<file path="src/rtl/rollcall_pkg.sv">
// Shared definitions for the rollcall_scan block: FSM state encoding and
// default symbol width / ring depth.
package rollcall_pkg;

  localparam int DEF_W = 2;
  localparam int DEF_N = 4;

  typedef enum logic [1:0] {
    ST_IDLE   = 2'd0,
    ST_LOAD   = 2'd1,
    ST_SCAN   = 2'd2,
    ST_REPORT = 2'd3
  } state_t;

endpackage

</file>
<file path="src/rtl/rollcall_pair_cmp.sv">
// Combinational pair comparator: derives the successor symbol of the pattern
// head and flags whether (sym_a, sym_b) equals (pat, succ).
module rollcall_pair_cmp #(
  parameter int W = 2
) (
  input  logic [W-1:0] pat,
  input  logic         mode,
  input  logic [W-1:0] sym_a,
  input  logic [W-1:0] sym_b,
  output logic [W-1:0] succ,
  output logic         hit
);

  // Successor wraps modulo 2^W naturally through W-bit arithmetic.
  always_comb begin
    if (mode) begin
      succ = pat - W'(1'b1);
    end else begin
      succ = pat + W'(1'b1);
    end
    hit = (sym_a == pat) && (sym_b == succ);
  end

endmodule

</file>
<file path="src/rtl/rollcall_scan.sv">
// Roll-call scanner: loads N symbols into a ring, checks one adjacent pair per
// cycle against (pat, succ) and reports the hit vector with summary fields.
module rollcall_scan
  import rollcall_pkg::*;
#(
  parameter int W = DEF_W,
  parameter int N = DEF_N
) (
  input  logic                   clk,
  input  logic                   rst_n,
  input  logic                   start,
  input  logic [W-1:0]           pat,
  input  logic                   mode,
  input  logic                   abort,
  input  logic                   in_valid,
  input  logic [W-1:0]           in_sym,
  output logic                   in_ready,
  output logic                   out_valid,
  input  logic                   out_ready,
  output logic [N-1:0]           match,
  output logic                   any,
  output logic                   par,
  output logic [$clog2(N)-1:0]   first,
  output logic [$clog2(N):0]     count,
  output logic [W-1:0]           y,
  output logic                   busy
);

  localparam int IW = $clog2(N);
  localparam int CW = IW + 1;
  localparam logic [IW-1:0] LAST_IDX = IW'(N - 1);

  function automatic logic [CW-1:0] pop_count(input logic [N-1:0] m);
    logic [CW-1:0] c;
    c = '0;
    for (int i = 0; i < N; i++) c = c + CW'(m[i]);
    return c;
  endfunction

  function automatic logic [IW-1:0] low_index(input logic [N-1:0] m);
    logic [IW-1:0] f;
    f = '0;
    for (int i = N - 1; i >= 0; i--) f = m[i] ? IW'(i) : f;
    return f;
  endfunction

  state_t          state_q, state_d;
  logic [W-1:0]    pat_q, pat_d;
  logic            mode_q, mode_d;
  logic [IW-1:0]   load_idx_q, load_idx_d;
  logic [IW-1:0]   scan_idx_q, scan_idx_d;
  logic [N-1:0]    match_q, match_d;
  logic [W-1:0]    ring_q [N];
  logic [W-1:0]    ring_d [N];
  logic [N-1:0]    res_match_q, res_match_d;
  logic            res_any_q, res_any_d;
  logic            res_par_q, res_par_d;
  logic [IW-1:0]   res_first_q, res_first_d;
  logic [CW-1:0]   res_count_q, res_count_d;
  logic [W-1:0]    res_y_q, res_y_d;
  logic [IW-1:0]   scan_nxt_s;
  logic [W-1:0]    succ_s;
  logic            hit_s;

  assign scan_nxt_s = scan_idx_q + IW'(1'b1);

  // Single comparator, time-shared: pair i is (ring[i], ring[i+1 mod N]).
  rollcall_pair_cmp #(.W(W)) u_pair_cmp (
    .pat   (pat_q),
    .mode  (mode_q),
    .sym_a (ring_q[scan_idx_q]),
    .sym_b (ring_q[scan_nxt_s]),
    .succ  (succ_s),
    .hit   (hit_s)
  );

  // Next-state and datapath updates; abort overrides every other input.
  always_comb begin
    state_d     = state_q;
    pat_d       = pat_q;
    mode_d      = mode_q;
    load_idx_d  = load_idx_q;
    scan_idx_d  = scan_idx_q;
    match_d     = match_q;
    ring_d      = ring_q;
    res_match_d = res_match_q;
    res_any_d   = res_any_q;
    res_par_d   = res_par_q;
    res_first_d = res_first_q;
    res_count_d = res_count_q;
    res_y_d     = res_y_q;
    if (abort) begin
      state_d     = ST_IDLE;
      load_idx_d  = '0;
      scan_idx_d  = '0;
      match_d     = '0;
      res_match_d = '0;
      res_any_d   = 1'b0;
      res_par_d   = 1'b0;
      res_first_d = '0;
      res_count_d = '0;
      res_y_d     = '0;
    end else begin
      case (state_q)
        ST_IDLE: begin
          if (start) begin
            pat_d      = pat;
            mode_d     = mode;
            load_idx_d = '0;
            scan_idx_d = '0;
            match_d    = '0;
            state_d    = ST_LOAD;
          end else begin
            state_d = ST_IDLE;
          end
        end
        ST_LOAD: begin
          if (in_valid) begin
            ring_d[load_idx_q] = in_sym;
            load_idx_d         = load_idx_q + IW'(1'b1);
            state_d            = (load_idx_q == LAST_IDX) ? ST_SCAN : ST_LOAD;
          end else begin
            state_d = ST_LOAD;
          end
        end
        ST_SCAN: begin
          match_d[scan_idx_q] = match_q[scan_idx_q] | hit_s;
          scan_idx_d          = scan_nxt_s;
          // Results are frozen into output flops as the last pair retires.
          if (scan_idx_q == LAST_IDX) begin
            state_d     = ST_REPORT;
            res_match_d = match_d;
            res_any_d   = |match_d;
            res_par_d   = ^match_d;
            res_first_d = low_index(match_d);
            res_count_d = pop_count(match_d);
            res_y_d     = (|match_d) ? succ_s : '0;
          end else begin
            state_d = ST_SCAN;
          end
        end
        ST_REPORT: begin
          if (out_ready) begin
            state_d     = ST_IDLE;
            res_match_d = '0;
            res_any_d   = 1'b0;
            res_par_d   = 1'b0;
            res_first_d = '0;
            res_count_d = '0;
            res_y_d     = '0;
          end else begin
            state_d = ST_REPORT;
          end
        end
        default: begin
          state_d = ST_IDLE;
        end
      endcase
    end
  end

  // State and datapath registers.
  always_ff @(posedge clk or negedge rst_n) begin
    if (!rst_n) begin
      state_q     <= ST_IDLE;
      pat_q       <= '0;
      mode_q      <= 1'b0;
      load_idx_q  <= '0;
      scan_idx_q  <= '0;
      match_q     <= '0;
      ring_q      <= '{default: '0};
      res_match_q <= '0;
      res_any_q   <= 1'b0;
      res_par_q   <= 1'b0;
      res_first_q <= '0;
      res_count_q <= '0;
      res_y_q     <= '0;
    end else begin
      state_q     <= state_d;
      pat_q       <= pat_d;
      mode_q      <= mode_d;
      load_idx_q  <= load_idx_d;
      scan_idx_q  <= scan_idx_d;
      match_q     <= match_d;
      ring_q      <= ring_d;
      res_match_q <= res_match_d;
      res_any_q   <= res_any_d;
      res_par_q   <= res_par_d;
      res_first_q <= res_first_d;
      res_count_q <= res_count_d;
      res_y_q     <= res_y_d;
    end
  end

  assign in_ready  = (state_q == ST_LOAD);
  assign out_valid = (state_q == ST_REPORT);
  assign busy      = (state_q != ST_IDLE);
  assign match     = res_match_q;
  assign any       = res_any_q;
  assign par       = res_par_q;
  assign first     = res_first_q;
  assign count     = res_count_q;
  assign y         = res_y_q;

endmodule

</file>
<file path="config.mk">
export PLATFORM = sky130hd
export DESIGN_NAME = rollcall_scan
export DESIGN_NICKNAME = d
export VERILOG_FILES = /design/src/rtl/rollcall_pkg.sv /design/src/rtl/rollcall_pair_cmp.sv /design/src/rtl/rollcall_scan.sv
export SDC_FILE = /design/constraint.sdc
export NUM_CORES = 1
export LEC_CHECK = 0
export CAP_MARGIN = 20
export CORE_MARGIN = 1
export CORE_UTILIZATION = 54
export CTS_CLUSTER_DIAMETER = 200
export DETAILED_ROUTE_END_ITERATION = 7
export GPL_TIMING_DRIVEN = 0
export PLACE_DENSITY_LB_ADDON = 0.3
export SLEW_MARGIN = 20
export SYNTH_ARGS = -nofsm -noshare
export SYNTH_HDL_FRONTEND = slang
export SYNTH_SLANG_ARGS = --single-unit
</file>
<file path="constraint.sdc">
create_clock -name clk -period 5 [get_ports clk]
set_input_delay 1.5 -clock clk [delete_from_list [all_inputs] [get_ports clk]]
set_output_delay 1.5 -clock clk [all_outputs]
set_load 0.05 [all_outputs]
</file>
==> impl_metrics.env <==
export IMPL_dr_pass1_iters=4
export IMPL_reg2reg_depth=14
export IMPL_grt_ovfl_total=0
export IMPL_drv_slew=0
export IMPL_dieArea_sq_um=3810
export IMPL_synth_area_sq_um=1930
export IMPL_routed_via_count=1411
export IMPL_arrival_ns=4.02
export IMPL_cp_end_kind="register"
export IMPL_clockRootBuffer="clkbuf_4"
export IMPL_drive_above_1_share_pct=15.9
export IMPL_finClkSkew_ns=0.00538
export IMPL_nets=234
export IMPL_ys_seq_area_share_pct=44.1
export IMPL_antenna_cells=0
export IMPL_grt_max_degree=35
export IMPL_grt_antenna_before_repair=0
export IMPL_ff2ff_setup_slack_ns=1.20
export IMPL_min_to="any"
export IMPL_status="complete, no violations"
export IMPL_cts_buffers=5
export IMPL_wl_mm=3.55
export IMPL_rsz0062_at_grt="false"
export IMPL_hpwl_mm=2.79
export IMPL_areaGrowthSynthToFinish_pct=18.8
export IMPL_cp_num_buf_inv=4
export IMPL_clkTransAtPathRegs_ns=0.10
export IMPL_drt_initial_drc_count=54
export IMPL_cts_resized_gates=0
export IMPL_fillers=260
export IMPL_worst_pin_slew_ns=0.734
export IMPL_p_leak_nw=1.04
export IMPL_crit_slowest_cell="fa_1"
export IMPL_min_delay_path_depth=2
export IMPL_slew_headroom_pct=51.1
export IMPL_setup_viol=0
export IMPL_grt_use_met3_pct=6.00
export IMPL_syn_instance_count=175
export IMPL_gp_congestion=0.892
export IMPL_ys_dominant_reg_cell="dfrtp_1"
export IMPL_ys_ff_latch=34
export IMPL_crit_path_max_incr_delay_ns=0.55
export IMPL_path_cells="buf_6, inv_1, ha_1, mux4_2, xnor2_1, mux2i_2, o21ba_4, a21oi_4, inv_1, fa_1, inv_1, ha_1, ha_1, a22o_1"
export IMPL_met2_usage_pct=35.8
export IMPL_yosysWarnings=0
export IMPL_drc=0
export IMPL_rows=21
export IMPL_yosysUniqueCellTypes=37
export IMPL_cp_top_family="adder cells"
export IMPL_routedWlPerCell_um=14.0
export IMPL_hold_class="reg -> reg"
export IMPL_clock_sinks=34
export IMPL_period_share_pct=76.1
export IMPL_cts_max_level=2
export IMPL_postCtsSetupRepairBufs=0
export IMPL_final_antenna_net_count=0
export IMPL_hp_start="any"
export IMPL_rr_endpoint="count[1]"
export IMPL_cts_tree="done"
export IMPL_powerDensity_nw_per_um2=243
export IMPL_grt_busiest_layer="met2"
export IMPL_total_power_mw=0.558
export IMPL_crit_fanout=8
export IMPL_grt_total_usage_pct=21.8
export IMPL_die_y_um=61.8
export IMPL_start_kind="register"
export IMPL_port_buffers=25
export IMPL_regToRegStartpoint="scan_idx_q[0]"
export IMPL_synth_edf_count=0
export IMPL_die_w_um=61.8
export IMPL_crit_required_ns=5.21
export IMPL_grt_pass1_vias=1386
export IMPL_path_class="reg -> reg"
export IMPL_post_route_min_period_ns=3.80
export IMPL_viasPerCell=5.56
export IMPL_peakVddDrop_v=0.000153
export IMPL_cts_max_path_buffers=2
export IMPL_hold_violations=0
export IMPL_syn_area_per_cell_sq_um=11.0
export IMPL_setup_tns_ns=0
export IMPL_coreArea_sq_um=3390
export IMPL_cts_hold_buf=0
export IMPL_use_met1_pct=27.0
export IMPL_synth_fp_nets=202
export IMPL_async_reset_ff_share_pct=100
export IMPL_timing_fmax_ghz=0.263
export IMPL_grt_first_pass_wirelength_mm=5.95
export IMPL_clock_latency_ns=0.32
export IMPL_drv_cap=0
export IMPL_io_pins=27
export IMPL_start_util_pct=56.9
-- cell usage after synthesis, types with 2 or more instances --
cell      count  area share, %
o21ai_0      11            2.9
dfrtp_1      34             44
nand2_1      20            3.9
a21o_1        3            1.2
xnor2_1       3            1.4
inv_1        13            2.5
a22o_1        6            2.7
mux4_2        5            5.8
ha_1         15            9.7
or2_2         2           0.65
nor3b_1       2           0.78
clkbuf_1      4           0.78
mux2i_1       2            1.0
xor2_1        3            1.4
mux2_2       11            6.4
and2_1        3           0.97
a22oi_1       2           0.78
nor2_1       14            2.7
a21oi_1       4            1.0
-- cell type report --
type	instances	area, sq um	share of cell area [%]
clock buffer	7	55.1	2.40
sequential	34	851	37.1
clock inverter	1	5.00	0.218
buffer	5	26.3	1.15
tap	46	57.6	2.51
multi-input combinational	123	1000	43.7
timing repair buffer	25	245	10.7
inverter	13	48.8	2.13
-- worst min-delay path: stages, from the launching register on --
cell and delay [ns]:
dfrtp_1 0.35, nand2_1 0.05, nand2_1 0.05
-- report_power, final --
part / switching (mW) / total, mW / internal [mW]
Sequential: 0.0127 / 0.300 / 0.288
Clock: 0.0837 / 0.152 / 0.0681
Combinational: 0.0527 / 0.106 / 0.0529
Total: 0.149 / 0.558 / 0.409
-- routing by layer --
| layer | vias to the layer above | wire (um) |
|---|---|---|
| met5 | - | 0 |
| met4 | 0 | 48 |
| met3 | 6 | 174 |
| met2 | 43 | 1740 |
| met1 | 692 | 1580 |
| li1 | 670 | - |
-- stage by stage --
stage / area, sq um / utilization [%] / hold slack, ns / worst slack (ns) / std cells
finish: 2290 / 67.6 / 0.480 / 1.20 / 254
floorplan: 1930 / - / 0.466 / 1.45 / 175
global route: 2290 / 67.6 / 0.522 / 0.999 / 254
detailed placement: 2230 / 65.8 / 0.461 / 1.21 / 246
CTS: 2290 / 67.6 / 0.485 / 1.18 / 254
global placement: 2240 / 66.0 / 0.457 / 1.26 / 246
-- state kept, by name (all words and copies together) (netlist names), 2 cells and up --
signal,cells
count,3
first,2
load_idx_q,2
match,4
match_q,4
pat_q,2
ring_q,8
scan_idx_q,2
state_q,2
y,2
-- worst max path at each step --
stage,startpoint,endpoint,slack [ns],cells after the start
global route,scan_idx_q[0],count[1],1.0,14
floorplan,scan_idx_q[0],count[1],1.45,14
global placement,scan_idx_q[0],count[1],1.26,14
CTS,scan_idx_q[0],count[1],1.18,14
finish,scan_idx_q[0],count[1],1.20,14
detailed placement,scan_idx_q[0],count[1],1.21,14
-- cells in the final DEF, fill, tap and decap left out, types with 2 or more instances in the layout --
master | Yosys | final
a22oi_1 | 2 | 2
inv_1 | 13 | 13
mux2i_1 | 2 | 2
o21ai_0 | 11 | 11
ha_1 | 15 | 15
xnor2_1 | 3 | 3
mux4_2 | 5 | 5
nor3b_1 | 2 | 2
clkbuf_1 | 4 | 5
a22o_1 | 6 | 6
nand2_1 | 20 | 20
clkbuf_4 | 0 | 5
mux2_2 | 11 | 11
clkdlybuf4s50_1 | 0 | 24
dfrtp_1 | 34 | 34
a21o_1 | 3 | 3
a21oi_1 | 4 | 4
or2_2 | 2 | 2
nor2_1 | 14 | 14
and2_1 | 3 | 3
xor2_1 | 3 | 3
-- logic make-up after synthesis --
family | synth area share, %
AOI/OAI and AO/OA | 14.5
buffers and inverters | 3.89
xor gates and xnor gates | 2.73
muxes | 14.0
and+or+nand+nor | 9.93
DFF | 44.1
adders and majority gates | 10.8
(Power assumes the default switching activity.)
